<file path="src/rtl/seg_pkg.sv">
// Seven-segment capture constants shared by the decoder and its lookup.
package seg_pkg;

    localparam int NUM_DIGITS = 4;

    // Active-low patterns (0 = lit), bit0=a .. bit5=f, bit6=g
    localparam logic [6:0] SEG_0     = 7'h40;
    localparam logic [6:0] SEG_1     = 7'h79;
    localparam logic [6:0] SEG_2     = 7'h24;
    localparam logic [6:0] SEG_3     = 7'h30;
    localparam logic [6:0] SEG_4     = 7'h19;
    localparam logic [6:0] SEG_5     = 7'h12;
    localparam logic [6:0] SEG_6     = 7'h02;
    localparam logic [6:0] SEG_7     = 7'h78;
    localparam logic [6:0] SEG_8     = 7'h00;
    localparam logic [6:0] SEG_9     = 7'h10;
    localparam logic [6:0] SEG_BLANK = 7'h7F;

endpackage

</file>
<file path="src/rtl/seg_to_bcd.sv">
// Combinational pattern-to-BCD lookup; flags legal digits and the blank pattern.
module seg_to_bcd
    import seg_pkg::*;
(
    input  logic [6:0] seg_n,
    output logic [3:0] value,
    output logic       legal,
    output logic       blank
);

    // Table lookup; anything not listed is illegal with value forced to 0
    always_comb begin
        value = 4'd0;
        legal = 1'b1;
        blank = 1'b0;
        case (seg_n)
            SEG_0:     value = 4'd0;
            SEG_1:     value = 4'd1;
            SEG_2:     value = 4'd2;
            SEG_3:     value = 4'd3;
            SEG_4:     value = 4'd4;
            SEG_5:     value = 4'd5;
            SEG_6:     value = 4'd6;
            SEG_7:     value = 4'd7;
            SEG_8:     value = 4'd8;
            SEG_9:     value = 4'd9;
            SEG_BLANK: begin
                legal = 1'b0;
                blank = 1'b1;
            end
            default:   legal = 1'b0;
        endcase
    end

endmodule

</file>
<file path="src/rtl/seg_capture_decoder.sv">
// Captures a multiplexed 4-digit seven-segment display and decodes it to BCD.
// A digit is accepted after its (an_n, seg_n) pair has been stable for
// STABLE_CYCLES registered cycles; long idle periods invalidate the capture.
module seg_capture_decoder
    import seg_pkg::*;
#(
    parameter int STABLE_CYCLES  = 4,
    parameter int TIMEOUT_CYCLES = 1024
) (
    input  logic                      clk,
    input  logic                      reset,
    input  logic [6:0]                seg_n,
    input  logic [3:0]                an_n,
    output logic [NUM_DIGITS*4-1:0]   digits,
    output logic [NUM_DIGITS-1:0]     digit_valid,
    output logic [NUM_DIGITS-1:0]     digit_err,
    output logic                      frame_valid
);

    localparam int DW = $clog2(STABLE_CYCLES + 1);
    localparam int IW = $clog2(TIMEOUT_CYCLES + 1);
    localparam logic [DW-1:0] DWELL_MAX = DW'(STABLE_CYCLES);
    localparam logic [IW-1:0] IDLE_MAX  = IW'(TIMEOUT_CYCLES);
    localparam logic [NUM_DIGITS-1:0] ALL_SEEN = '1;

    logic [3:0]            an_q, an_p;
    logic [6:0]            seg_q, seg_p;
    logic [DW-1:0]         dwell_cnt, dwell_nx;
    logic [IW-1:0]         idle_cnt, idle_nx;
    logic [NUM_DIGITS-1:0] seen, seen_upd, seen_nx;
    logic [NUM_DIGITS-1:0] an_sel;
    logic                  sel_valid, pair_same, commit, timeout;
    logic [3:0]            value;
    logic                  legal, blank;
    logic [NUM_DIGITS*4-1:0] digits_nx;
    logic [NUM_DIGITS-1:0] valid_nx, err_nx;
    logic                  frame_nx;

    // Single input register stage plus a copy of the previous registered pair
    always_ff @(posedge clk) begin
        if (reset) begin
            an_q  <= 4'hF;
            seg_q <= SEG_BLANK;
            an_p  <= 4'hF;
            seg_p <= SEG_BLANK;
        end else begin
            an_q  <= an_n;
            seg_q <= seg_n;
            an_p  <= an_q;
            seg_p <= seg_q;
        end
    end

    // Exactly one low enable is a selection; anything else counts as idle
    assign an_sel    = ~an_q;
    assign sel_valid = (an_sel != 4'd0) && ((an_sel & (an_sel - 4'd1)) == 4'd0);
    assign pair_same = ({an_q, seg_q} == {an_p, seg_p});

    seg_to_bcd u_lut (
        .seg_n (seg_q),
        .value (value),
        .legal (legal),
        .blank (blank)
    );

    // Dwell and idle counter next-state; commit fires only on the first arrival at the limit
    always_comb begin
        if (!sel_valid)
            dwell_nx = '0;
        else if (!pair_same)
            dwell_nx = DW'(1);
        else if (dwell_cnt == DWELL_MAX)
            dwell_nx = DWELL_MAX;
        else
            dwell_nx = dwell_cnt + DW'(1);

        if (sel_valid)
            idle_nx = '0;
        else if (idle_cnt == IDLE_MAX)
            idle_nx = IDLE_MAX;
        else
            idle_nx = idle_cnt + IW'(1);
    end

    assign commit   = sel_valid && (dwell_nx == DWELL_MAX) && (dwell_cnt != DWELL_MAX);
    assign timeout  = !sel_valid && (idle_nx == IDLE_MAX);
    assign seen_upd = seen | an_sel;

    // Output and seen-mask next-state for a commit or a timeout (never both)
    always_comb begin
        digits_nx = digits;
        valid_nx  = digit_valid;
        err_nx    = digit_err;
        seen_nx   = seen;
        frame_nx  = 1'b0;
        if (timeout) begin
            valid_nx = '0;
            err_nx   = '0;
            seen_nx  = '0;
        end else if (commit) begin
            for (int i = 0; i < NUM_DIGITS; i++) begin
                if (an_sel[i]) begin
                    if (legal)
                        digits_nx[4*i +: 4] = value;
                    valid_nx[i] = legal;
                    err_nx[i]   = ~legal & ~blank;
                end
            end
            if (seen_upd == ALL_SEEN) begin
                seen_nx  = '0;
                frame_nx = (err_nx == '0) && (valid_nx == ALL_SEEN);
            end else begin
                seen_nx = seen_upd;
            end
        end
    end

    // Counter state
    always_ff @(posedge clk) begin
        if (reset) begin
            dwell_cnt <= '0;
            idle_cnt  <= '0;
        end else begin
            dwell_cnt <= dwell_nx;
            idle_cnt  <= idle_nx;
        end
    end

    // Registered outputs and seen mask
    always_ff @(posedge clk) begin
        if (reset) begin
            digits      <= '0;
            digit_valid <= '0;
            digit_err   <= '0;
            seen        <= '0;
            frame_valid <= 1'b0;
        end else begin
            digits      <= digits_nx;
            digit_valid <= valid_nx;
            digit_err   <= err_nx;
            seen        <= seen_nx;
            frame_valid <= frame_nx;
        end
    end

endmodule

</file>
<file path="config.mk">
export PLATFORM = sky130hd
export DESIGN_NAME = seg_capture_decoder
export DESIGN_NICKNAME = d
export VERILOG_FILES = /design/src/rtl/seg_pkg.sv /design/src/rtl/seg_to_bcd.sv /design/src/rtl/seg_capture_decoder.sv
export SDC_FILE = /design/constraint.sdc
export NUM_CORES = 1
export LEC_CHECK = 0
export ABC_AREA = 1
export BUFFER_PORTS_ARGS = -buffer_cell sky130_fd_sc_hd__buf_2
export CORE_ASPECT_RATIO = 0.7
export CORE_MARGIN = 2
export CORE_UTILIZATION = 50
export DETAILED_ROUTE_END_ITERATION = 7
export GPL_ROUTABILITY_DRIVEN = 0
export GPL_TIMING_DRIVEN = 1
export PLACE_DENSITY = 0.81
export SETUP_SLACK_MARGIN = 0.4
export SYNTH_ARGS = -nofsm -noshare
export SYNTH_HDL_FRONTEND = slang
export SYNTH_SLANG_ARGS = --single-unit
</file>
<file path="constraint.sdc">
create_clock -name clk -period 4.6 [get_ports clk]
set_clock_uncertainty 0.1 [all_clocks]
set_input_delay 0.23 -clock clk [delete_from_list [all_inputs] [get_ports clk]]
set_output_delay 0.23 -clock clk [all_outputs]
set_load 0.05 [all_outputs]
</file>
==> results.md <==
- Filler cells: between 500 and 600
- Hold Violations, Final: 0
- Min Tclk post-route: around 2200 ps
- Crit-path leading delay family: simple AND/OR/NAND/NOR gates
- Worst path cell trace: inv_2 -> nand2_1 -> nand2_1 -> nand2_2 -> nand2_4 -> inv_2 -> nand2_1 -> nand2_2 -> nor2_8 -> nand4_2 -> nand2_1 -> nand2_1 -> nor2_1
- Crit end category: flip-flop
- Initial antenna violation count: 0
- Switching power: 0.307 mW
- Fin crit share: 47.0%
- WL final: approximately 7.5 mm
- Most frequent cells in the layout: nand2_1, nor2_1, dfxtp_1, inv_1, buf_2
- Area Growth Syn to Fin: 17.4%
- Mapped Nets: a little under 500
- Die X: 100 um
- WP data arrival: about 2400 ps
- Chip height: approximately 71 um
- Antenna fix cells: 0
- Post-DP HPWL: between 5 and 6 mm
- Clock Root Buffer: clkbuf_8
- Synthesized area per cell: ~6.9 um^2
- Grt ovf: 0
- CTS Buf Count: 9
- Synthesized flop and latch total: 65
- CTS tree: yes
- Cell Area, Synth: between 3000 and 4000 um^2
- Normalized max-slew margin: about two thirds
- Synthesized instance count: about 470
- # H-tree levels: 3
- Fin nets: 536
- Commonest non-fill, non-tap cell in the layout: nand2_1
- Sequential Area: about 1300 um^2
- Max-Cap Viols: 0
- Ports: 38
- Multi-input gate area: around 1600 um^2
- Final setup violation count: 0
- Peak supply drop: about 0.16 mV
- Sum of buffers and inverters on the critical path: 2
- Vias in the first global route: 2738
- Vias/cell: a little over 5
- First-pass GRT wire length: around 13 mm
- Bufs on Longest Clock Path: 2
- Pwr dens: approximately 320 nW/um^2
- Post-CTS setup buffers: 0
- Crit path kind: reg2reg
- Crit-path most repeated cell: nand2_1
- Largest stage delay, worst path: ~350 ps
- RSZ-0062 raised after global routing: no
- Core box area: ~6200 um^2
- Final Max Tran Viols: 0
- First DRT Iteration DRCs: about 200
- Layout cell share with drive strength beyond 1: approximately a fifth
- Clock Sinks: 65
- # DRC: 0
- CP max FO: 13
- Starting Density: between 50% and 60%
- Post-DRT Antenna Nets: 0
- Num rows: 24
- HP Class: in2reg
- DIE AREA: between 7000 and 8000 um^2
- Worst endpoint required time: ~4800 ps
- Fmax: between 400 and 500 MHz
- DR vias: just over 3000
- Slew of the pin with the lowest slew margin: ~530 ps
- Sw Share: between 20% and 30%
- Slowest stage cell on the critical path: dfxtp_1
- Reg clk slew, reported paths: approximately 80 ps
- IO buf count: 37
- Leak: just under 2 nW
- Setup tns final: 0 ps
- Largest net degree at the start of global routing: 31
- CP Launch Type: flip-flop
- Synth unique cells: 35
- Placed insts: ~580
- Comb power frac: approximately 8.7%
- Status: finished, final reports clean
- Clk_lat worst skew: about 360 ps
- Pint: 0.921 mW
- Drt pass-1 iters: 5
- GRT Util Overall: 22.9%
- Total Power: between 1 and 1.5 mW
- Register area share after synthesis: between 40% and 50%
- Final Non-Filler Cells: ~600
- Flop pwr share: between 40% and 50%
- Clock share of power: 43.6%
- Wire per inst: 12.5 um
- Yosys warnings: 0
-- worst register-to-register path, delay by kind of cell, from the launching register on --
family	cells	cell delay (ps)
simple gates	11	1350
flops	1	350
buf+inv	2	300
-- routing by layer --
layer	track usage [%]	part of all wire, %	wire (um)	vias up
met4	7.61	1.1	81	0
li1	-	-	-	1548
met2	34.4	44	3310	104
met5	0	0	0	-
met1	31.7	47	3530	1378
met3	6.73	7.6	570	8
-- synth_stat cells --
cell       number  area (um^2)
buf_8           1         15.0
o21ai_1         7         35.0
nor2_1         75          282
nand2_4         2         22.5
ha_1            4         50.1
nor2_4          1         11.3
dfxtp_1        65         1300
nand2_8         1         20.0
nand3_1        19         95.1
clkbuf_1        4         15.0
o21ai_0         1         5.00
inv_2          12         45.0
a2111oi_0       1         8.76
buf_4           1         7.51
a21oi_1        10         50.1
nand4_4         1         21.3
nor2_8          1         20.0
nand2_1       140          526
nand3_2         5         50.1
nand4_2         3         37.5
buf_2           1         5.00
nand3b_1        2         15.0
nand3_4         2         35.0
nor3_1          6         30.0
xnor2_1         5         43.8
inv_1          56          210
nor4_1          3         18.8
nand2_2         3         18.8
buf_12          1         20.0
nor3_2          1         10.0
nand4_1        12         75.1
nor2_2          4         25.0
xor2_1          2         17.5
o2111ai_1       1         8.76
or2_2          14         87.6
-- stage by stage --
step	cell area [um^2]	utilization, %	setup slack [ps]	hold WS [ps]
detailed placement	3470	55.5	2480	324
finish	3800	60.9	2440	238
global placement	3470	55.5	2560	314
global route	3800	60.9	2200	280
CTS	3800	60.9	2450	240
floorplan	3240	-	2840	234
-- final cells by class --
cell class	count	share of cell area (%)
flip-flops and latches	65	34.2
well taps	78	2.57
clock buffers	13	4.71
multi-input cells	326	42.6
repair buffers	49	7.97
inverters	68	6.71
clock inverters	3	1.22
-- power by group through the flow --
stage,sequential [mW],combinational (mW),clock (mW)
floorplan,0.595,0.0797,0
global placement,0.597,0.0955,0
detailed placement,0.598,0.0984,0
CTS,0.585,0.106,0.542
global route,0.587,0.120,0.567
finish,0.586,0.107,0.535
-- flip-flops by register name, indices dropped and copies added, names as in the netlist, 7 cells and up --
signal    flops
idle_cnt     11
digits       16
seg_q         7
seg_p         7
-- worst paths after layout --
kind	start	endpoint	slack, ps	cells after the start
hold / removal	reset	dwell_cnt[0]$_SDFF_PP0_	240	2
hold reg to reg	digits[2]$_SDFFE_PP0P_	digits[2]$_SDFFE_PP0P_	370	2
setup reg to reg	an_q[1]$_SDFF_PP1_	digits[1]$_SDFFE_PP0P_	2440	13
setup / recovery	an_q[1]$_SDFF_PP1_	digits[1]$_SDFFE_PP0P_	2440	13
-- logic make-up after synthesis --
family          count (synthesis)  share of synthesized area (%)
flops                          65                           40.2
compound gates                 20                           3.32
fa+ha+maj                       4                           1.55
simple gates                  295                           43.2
buf+inv                        76                           9.81
xor+xnor                        7                           1.89
-- what timing repair did --
item                                    in CTS  in global routing
resized for setup                            0                  0
endpoints found under the setup margin       0                  0
hold buffers                                11                  0
endpoints found under the hold margin       11                  0
Note: power is estimated with default switching activity, not from simulation.
